`config.mk`:
```
export PLATFORM = sky130hd
export DESIGN_NAME = debug_dma_host_cmd_flat
export DESIGN_NICKNAME = d
export VERILOG_FILES = /design/src/rtl/debug_dma_host_cmd_if.sv /design/src/rtl/debug_dma_host_cmd.sv /design/src/flat_wrapper.sv
export SDC_FILE = /design/constraint.sdc
export NUM_CORES = 1
export LEC_CHECK = 0
export CAP_MARGIN = 30
export CORE_ASPECT_RATIO = 0.8
export CORE_MARGIN = 2
export CORE_UTILIZATION = 41
export CTS_CLUSTER_DIAMETER = 150
export CTS_CLUSTER_SIZE = 16
export DETAILED_ROUTE_END_ITERATION = 7
export PLACE_DENSITY_LB_ADDON = 0.2
export SYNTH_ARGS = -nofsm -noshare
export SYNTH_HDL_FRONTEND = slang
export SYNTH_SLANG_ARGS = --single-unit
```
`constraint.sdc`:
```
create_clock -name gclk -period 4.2 [get_ports gclk]
set_input_delay 1.05 -clock gclk [delete_from_list [all_inputs] [get_ports gclk]]
set_output_delay 1.05 -clock gclk [all_outputs]
set_load 0.03 [all_outputs]
```
`src/rtl/debug_dma_host_cmd_if.sv`:
```
// Host link stream bundle for the debug DMA command front end.
// RX carries host command/data words in, TX carries response words out.
interface debug_dma_host_cmd_if;
  logic [31:0] rx_data;
  logic        rx_valid;
  logic        rx_ready;
  logic [31:0] tx_data;
  logic        tx_valid;
  logic        tx_ready;

  // Host side: produces RX words, consumes TX words.
  modport master (
    output rx_data, rx_valid, tx_ready,
    input  rx_ready, tx_data, tx_valid
  );

  // Command front end side.
  modport slave (
    input  rx_data, rx_valid, tx_ready,
    output rx_ready, tx_data, tx_valid
  );
endinterface

```
`src/rtl/debug_dma_host_cmd.sv`:
```
// Host command parser for the debug DMA: header/address/data words in, per-thread
// register writes out, write-buffer readback or ack on TX. Optional: DEBUG_DMA_PARITY_EN.
module debug_dma_host_cmd #(
  parameter int NTHREADIDMSB = 5,
  parameter int DMABUFMSB    = 9
) (
  input  logic                       gclk,
  input  logic                       rst,
  debug_dma_host_cmd_if.slave        host,
  output logic [NTHREADIDMSB:0]      cmd_tid,
  output logic [30:0]                cmd_addr_reg,
  output logic                       cmd_addr_we,
  output logic [2*(DMABUFMSB+1)+1:0] cmd_ctrl_reg,
  output logic                       cmd_ctrl_we,
  output logic [DMABUFMSB:0]         rbuf_addr,
  output logic                       rbuf_we,
  output logic [31:0]                rbuf_data,
  output logic [DMABUFMSB:0]         wbuf_addr,
  input  logic [31:0]                wbuf_data,
  input  logic                       wbuf_parity,
  input  logic                       dma_done,
  input  logic [NTHREADIDMSB:0]      dma_done_tid,
  output logic                       busy,
  output logic                       err
);

  localparam int TW      = NTHREADIDMSB + 1;
  localparam int BW      = DMABUFMSB + 1;
  localparam int TID_LSB = 30 - TW;
  localparam int BUF_LSB = TID_LSB - BW;
  localparam int CNT_LSB = BUF_LSB - BW;

  localparam logic [1:0] OP_NOP   = 2'b00;
  localparam logic [1:0] OP_WRITE = 2'b01;
  localparam logic [1:0] OP_READ  = 2'b10;
  localparam logic [1:0] OP_RSVD  = 2'b11;

  typedef enum logic [2:0] {
    S_IDLE,
    S_ADDR,
    S_WDATA,
    S_ISSUE,
    S_WAIT,
    S_RESP
  } state_t;

  state_t        r_state;
  state_t        w_state_next;

  logic [31:4]   r_hdr;
  logic [29:0]   r_addr;
  logic [BW-1:0] r_ptr;
  logic [BW-1:0] r_cnt;
  logic          r_pend;
  logic          r_all_loaded;
  logic          r_tx_valid;
  logic [31:0]   r_tx_data;
  logic          r_err;

  logic          w_rx_open;
  logic          w_rx_fire;
  logic          w_tx_fire;
  logic [1:0]    w_rx_op;
  logic          w_is_write;
  logic          w_cmd;
  logic [TW-1:0] w_tid;
  logic [BW-1:0] w_buf;
  logic [BW-1:0] w_cnt;
  logic          w_load;
  logic          w_load_last;
  logic          w_err_set;
  logic          w_addr_par;
  logic          w_ctrl_par;

  assign w_rx_op    = host.rx_data[31:30];
  assign w_rx_fire  = host.rx_valid && host.rx_ready;
  assign w_tx_fire  = r_tx_valid && host.tx_ready;
  assign w_is_write = (r_hdr[31:30] == OP_WRITE);
  assign w_cmd      = r_hdr[30];
  assign w_tid      = r_hdr[TID_LSB +: TW];
  assign w_buf      = r_hdr[BUF_LSB +: BW];
  assign w_cnt      = r_hdr[CNT_LSB +: BW];

`ifdef DEBUG_DMA_PARITY_EN
  assign w_addr_par = ^r_addr;
  assign w_ctrl_par = ^{w_buf, w_cnt, w_cmd};
`else
  logic w_unused;
  assign w_unused   = wbuf_parity;
  assign w_addr_par = 1'b0;
  assign w_ctrl_par = 1'b0;
`endif

  // State register
  always_ff @(posedge gclk or posedge rst) begin
    if (rst) begin
      r_state <= S_IDLE;
    end else begin
      r_state <= w_state_next;
    end
  end

  // Next-state logic
  always_comb begin
    w_state_next = r_state;
    case (r_state)
      S_IDLE: begin
        if (w_rx_fire && (w_rx_op == OP_WRITE || w_rx_op == OP_READ)) begin
          w_state_next = S_ADDR;
        end
      end
      S_ADDR: begin
        if (w_rx_fire) begin
          w_state_next = w_is_write ? S_WDATA : S_ISSUE;
        end
      end
      S_WDATA: begin
        if (w_rx_fire && r_cnt == '0) begin
          w_state_next = S_ISSUE;
        end
      end
      S_ISSUE: w_state_next = S_WAIT;
      S_WAIT: begin
        if (dma_done && dma_done_tid == w_tid) begin
          w_state_next = S_RESP;
        end
      end
      S_RESP: begin
        if (w_tx_fire && r_all_loaded) begin
          w_state_next = S_IDLE;
        end
      end
      default: w_state_next = S_IDLE;
    endcase
  end

  // Output logic
  always_comb begin
    w_rx_open   = 1'b0;
    cmd_addr_we = 1'b0;
    cmd_ctrl_we = 1'b0;
    rbuf_we     = 1'b0;
    rbuf_data   = '0;
    w_load      = 1'b0;
    w_load_last = 1'b0;
    w_err_set   = 1'b0;
    wbuf_addr   = r_ptr;
    busy        = (r_state != S_IDLE);
    case (r_state)
      S_IDLE: begin
        w_rx_open = 1'b1;
        w_err_set = w_rx_fire && (w_rx_op == OP_RSVD);
      end
      S_ADDR:  w_rx_open = 1'b1;
      S_WDATA: begin
        w_rx_open = 1'b1;
        rbuf_we   = w_rx_fire;
        rbuf_data = w_rx_fire ? host.rx_data : 32'h0;
      end
      S_ISSUE: begin
        cmd_addr_we = 1'b1;
        cmd_ctrl_we = 1'b1;
      end
      S_RESP: begin
        if (!r_all_loaded) begin
          if (w_is_write) begin
            w_load      = 1'b1;
            w_load_last = 1'b1;
          end else if (r_pend && (!r_tx_valid || host.tx_ready)) begin
            w_load      = 1'b1;
            w_load_last = (r_cnt == '0);
          end
        end
        // Advance the read address only when the current word is taken; a
        // stalled word is simply re-read from the same address.
        if (!w_is_write && w_load && !w_load_last) begin
          wbuf_addr = r_ptr + 1'b1;
        end
`ifdef DEBUG_DMA_PARITY_EN
        w_err_set = w_load && !w_is_write && ((^wbuf_data) != wbuf_parity);
`endif
      end
      default: ;
    endcase
  end

  // Datapath registers
  always_ff @(posedge gclk or posedge rst) begin
    if (rst) begin
      r_hdr        <= '0;
      r_addr       <= '0;
      r_ptr        <= '0;
      r_cnt        <= '0;
      r_pend       <= 1'b0;
      r_all_loaded <= 1'b0;
      r_tx_valid   <= 1'b0;
      r_tx_data    <= '0;
      r_err        <= 1'b0;
    end else begin
      if (w_err_set) begin
        r_err <= 1'b1;
      end
      case (r_state)
        S_IDLE: begin
          if (w_rx_fire && (w_rx_op == OP_WRITE || w_rx_op == OP_READ)) begin
            r_hdr <= host.rx_data[31:4];
            r_ptr <= host.rx_data[BUF_LSB +: BW];
            r_cnt <= host.rx_data[CNT_LSB +: BW];
          end
        end
        S_ADDR: begin
          if (w_rx_fire) begin
            r_addr <= host.rx_data[31:2];
          end
        end
        S_WDATA: begin
          if (w_rx_fire) begin
            r_ptr <= r_ptr + 1'b1;
            r_cnt <= r_cnt - 1'b1;
          end
        end
        S_ISSUE: begin
          r_ptr        <= w_buf;
          r_cnt        <= w_cnt;
          r_pend       <= 1'b0;
          r_all_loaded <= 1'b0;
        end
        S_RESP: begin
          // First RESP cycle presents buf_addr; data is usable from the next cycle.
          if (!w_is_write && !r_pend && !r_all_loaded) begin
            r_pend <= 1'b1;
          end
          if (w_load) begin
            r_tx_valid <= 1'b1;
            r_tx_data  <= w_is_write ? {r_hdr, 4'h0} : wbuf_data;
            if (!w_is_write) begin
              r_ptr  <= r_ptr + 1'b1;
              r_cnt  <= r_cnt - 1'b1;
              r_pend <= !w_load_last;
            end
            if (w_load_last) begin
              r_all_loaded <= 1'b1;
            end
          end else if (w_tx_fire) begin
            r_tx_valid <= 1'b0;
          end
        end
        default: ;
      endcase
    end
  end

  assign host.rx_ready = w_rx_open && !rst;
  assign host.tx_valid = r_tx_valid;
  assign host.tx_data  = r_tx_data;
  assign rbuf_addr     = r_ptr;
  assign cmd_tid       = w_tid;
  assign cmd_addr_reg  = {r_addr, w_addr_par};
  assign cmd_ctrl_reg  = {w_buf, w_cnt, w_cmd, w_ctrl_par};
  assign err           = r_err;

endmodule

```
`src/flat_wrapper.sv`:
```
// flat-port wrapper written by rule: the top's interface ports become plain ports
module debug_dma_host_cmd_flat 
#(
  parameter int NTHREADIDMSB = 5,
  parameter int DMABUFMSB    = 9
)
  (gclk, rst, cmd_tid, cmd_addr_reg, cmd_addr_we, cmd_ctrl_reg, cmd_ctrl_we, rbuf_addr, rbuf_we, rbuf_data, wbuf_addr, wbuf_data, wbuf_parity, dma_done, dma_done_tid, busy, err, host_rx_data, host_rx_valid, host_tx_ready, host_rx_ready, host_tx_data, host_tx_valid);
  debug_dma_host_cmd_if host_i ();
  input  logic gclk;
  input  logic rst;
  output logic [NTHREADIDMSB:0] cmd_tid;
  output logic [30:0] cmd_addr_reg;
  output logic cmd_addr_we;
  output logic [2*(DMABUFMSB+1)+1:0] cmd_ctrl_reg;
  output logic cmd_ctrl_we;
  output logic [DMABUFMSB:0] rbuf_addr;
  output logic rbuf_we;
  output logic [31:0] rbuf_data;
  output logic [DMABUFMSB:0] wbuf_addr;
  input  logic [31:0] wbuf_data;
  input  logic wbuf_parity;
  input  logic dma_done;
  input  logic [NTHREADIDMSB:0] dma_done_tid;
  output logic busy;
  output logic err;
  input wire logic [$bits(host_i.rx_data)-1:0] host_rx_data;
  input wire logic [$bits(host_i.rx_valid)-1:0] host_rx_valid;
  input wire logic [$bits(host_i.tx_ready)-1:0] host_tx_ready;
  output wire logic [$bits(host_i.rx_ready)-1:0] host_rx_ready;
  output wire logic [$bits(host_i.tx_data)-1:0] host_tx_data;
  output wire logic [$bits(host_i.tx_valid)-1:0] host_tx_valid;
  assign host_i.rx_data = host_rx_data;
  assign host_i.rx_valid = host_rx_valid;
  assign host_i.tx_ready = host_tx_ready;
  assign host_rx_ready = host_i.rx_ready;
  assign host_tx_data = host_i.tx_data;
  assign host_tx_valid = host_i.tx_valid;
  debug_dma_host_cmd #(.NTHREADIDMSB(NTHREADIDMSB), .DMABUFMSB(DMABUFMSB)) u_core (.gclk(gclk), .rst(rst), .host(host_i), .cmd_tid(cmd_tid), .cmd_addr_reg(cmd_addr_reg), .cmd_addr_we(cmd_addr_we), .cmd_ctrl_reg(cmd_ctrl_reg), .cmd_ctrl_we(cmd_ctrl_we), .rbuf_addr(rbuf_addr), .rbuf_we(rbuf_we), .rbuf_data(rbuf_data), .wbuf_addr(wbuf_addr), .wbuf_data(wbuf_data), .wbuf_parity(wbuf_parity), .dma_done(dma_done), .dma_done_tid(dma_done_tid), .busy(busy), .err(err));
endmodule
```
==> metrics <==
outcome finished with violations; Crit Reg-Reg Endpoint u_core.r_cnt[9]; Post-synth ARST share 100%; port bufs 222; n_diodes 0; critical path peak fanout 8; CTS tree done; Pwr Total 7.80 mW; Rel. slew slack 38.9%; Pins Over Slew Limit 0; Final Skew 8.80 ps; EDFF count, synth 0; Avg Cell Area, Syn 10.3 um2; most frequent cells in the layout 189 x clkdlybuf4s50_1, 117 x dfrtp_1, 59 x mux2_2; initial core utilization 42.2%; remaining global-route overflow 0; die area 15800 um2; Core Area 14400 um2; clock root buffer clkbuf_16; layout cells sized above 1 18.1%; hold buffers post-CTS 0; hold_sp u_core.err; H-Tree Depth 4; part of the Yosys area used for sequential elements 48.2%; final setup fails 0; worst hold stages 1; Yosys reg bits 117; vias in the first global route 5290; routed len/inst 18.1 um; RSZ-0062 raised after global routing false; initial antenna violation count 0; Setup crit end kind output pin; most common cell after layout, fill and taps aside clkdlybuf4s50_1; FF-to-FF setup slack 1720 ps; I/O pin count 226; Top FF cell, synth dfrtp_1; final net count 860; Rows 39; max-cap violation count 0; FF-to-FF path depth 6; slowest library cell on the worst path or3_1; pwr dens 879 nW/um2; LEAKAGE 3.85 nW; Pre-Repair DR Iteration Count 8; Residual DRC 16; critical-path cell list inv_1 -> ha_1 -> or4b_1 -> or3_1 -> nand2_4 -> mux2_1 -> dlygate4sd2_1; Tmin final 4000 ps; gr usage total 22.4%; setup TNS 0 ps; IR Drop Worst-Case VDD 0.000525 V; critical path arrival 2950 ps; Max Freq 0.250 GHz; overall via count from detail_route 5256; mapped cell area 6070 um2; measured slew at the worst slew-check pin 909 ps; failing checks DRC; Final WS setup 199 ps; critical path startpoint category flip-flop; Clock Pin Slew Worst Setup and Hold Paths 50 ps; Via density 5.37; Clock Latency Late Sink 410 ps; Syn. warnings 0; Post-Syn Instances 587; Total Wirelength 17700 um; largest net degree at the start of global routing 72; post-placement setup slack 136 ps; data required time of the worst path 3150 ps; r2r startpoint u_core.r_state[2]; gpl congestion 0.842; crit-path max cell delay 520 ps; total clock sinks 117; global-route wire length before repair 28200 um; Syn-to-layout area delta 46.2%; WS Path Type flip-flop to output pin; final hold vios 0; die height 113 um; Finished Layout Cells 978; Final HPWL DP 13000 um; hold path endpoint u_core.err; Hold Path Class flip-flop to flip-flop; drt first-iter violations 415; Max Root-Sink Buffers 2; CTS Buf Count 17; Fin Hold WS 458 ps; placed cells 946; final period utilization 95.3%; die outline width 140 um; antenna-violating nets left 0; Synth cell types 55
==> per-stage QoR <==
stage               area, um2  utilization, %
floorplan                6080               -
global placement         8240            57.2
detailed placement       8250            57.3
CTS                      8870            61.6
global route             8880            61.7
finish                   8880            61.7
==> worst max-delay path by stage <==
stage	start	to	slack, ps	cells after the start
after floorplan	rst	u_core.err	50	1
after global placement	rst	rbuf_data[11]	160	6
after detailed placement	rst	rbuf_data[10]	140	6
after CTS	u_core.r_cnt[0]	wbuf_addr[0]	80	7
after global routing	u_core.r_cnt[0]	wbuf_addr[1]	70	7
final	u_core.r_cnt[0]	wbuf_addr[1]	200	7
==> power by group <==
group / switching, mW / internal [mW]
Sequential: 0.494 / 1.69
Clock: 0.521 / 1.01
Combinational: 2.34 / 1.76
==> cells in the mapped netlist (3+ instances only) <==
cell	number	area, um2
dfrtp_1	117	2930
mux2_2	59	664
nor2_1	56	210
a21oi_1	45	225
and2_1	32	200
buf_4	30	225
mux2i_1	27	270
nand2_1	26	97.6
o21ai_0	21	105
clkbuf_1	18	67.6
inv_1	14	52.6
o22ai_1	12	75.1
xnor2_1	11	96.3
a22o_1	10	87.6
nor3_1	10	50.1
buf_1	9	33.8
nand3_1	9	45.0
buf_2	8	40.0
nor2b_1	6	37.5
a221oi_1	4	35.0
a222oi_1	4	40.0
xor2_1	4	35.0
a211oi_1	3	22.5
a22oi_1	3	22.5
ha_1	3	37.5
nand2b_1	3	18.8
o22a_1	3	26.3
==> registers in the layout, indices dropped and copies added, names as in the netlist <==
| register | flops |
|---|---|
| u_core.rbuf_addr | 10 |
| u_core.err | 1 |
| u_core.r_hdr | 28 |
| u_core.host.tx_data | 32 |
| u_core.host.tx_valid | 1 |
| u_core.r_all_loaded | 1 |
| u_core.r_state | 3 |
| u_core.r_pend | 1 |
| u_core.r_addr | 30 |
| u_core.r_cnt | 10 |
==> metal layers <==
layer | global-route usage, % | share of wire (%) | vias to the layer above
met5 | 0 | 0 | -
met4 | 6.33 | 1.5 | 0
met3 | 5.84 | 7.6 | 23
met2 | 36.7 | 46 | 225
met1 | 29.8 | 45 | 2548
li1 | - | - | 2460
==> worst max-delay path, delay by kind of cell, from the launching register on <==
| kind | cells | cell delay (ps) |
|---|---|---|
| muxes | 1 | 320 |
| adders and majority gates | 1 | 200 |
| and+or+nand+nor | 3 | 1160 |
| DFF | 1 | 410 |
| buffers and inverters | 2 | 440 |
==> cells by family after synthesis <==
group,count (synthesis),share of synthesized area [%]
and+or+nand+nor,154,12.4
adders and majority gates,3,0.618
xor gates and xnor gates,15,2.16
other,1,0.0617
buffers and inverters,79,6.90
AOI/OAI and AO/OA,131,14.1
DFF,117,48.2
muxes,87,15.6
==> what timing repair did <==
action                     CTS  global route
gates cloned                 0             0
setup endpoints to repair    1             4
setup buffers                0             0
resized for setup            1             2
==> layout make-up <==
| cell class | count | area (um2) |
|---|---|---|
| flip-flops and latches | 117 | 2930 |
| repair buffers | 239 | 2290 |
| fillers | 1156 | 5520 |
| well taps | 184 | 230 |
| clock buffers | 19 | 443 |
| clock inverters | 13 | 181 |
| inverters | 14 | 55.1 |
| multi-input cells | 392 | 2760 |
(Power assumes the default switching activity.)
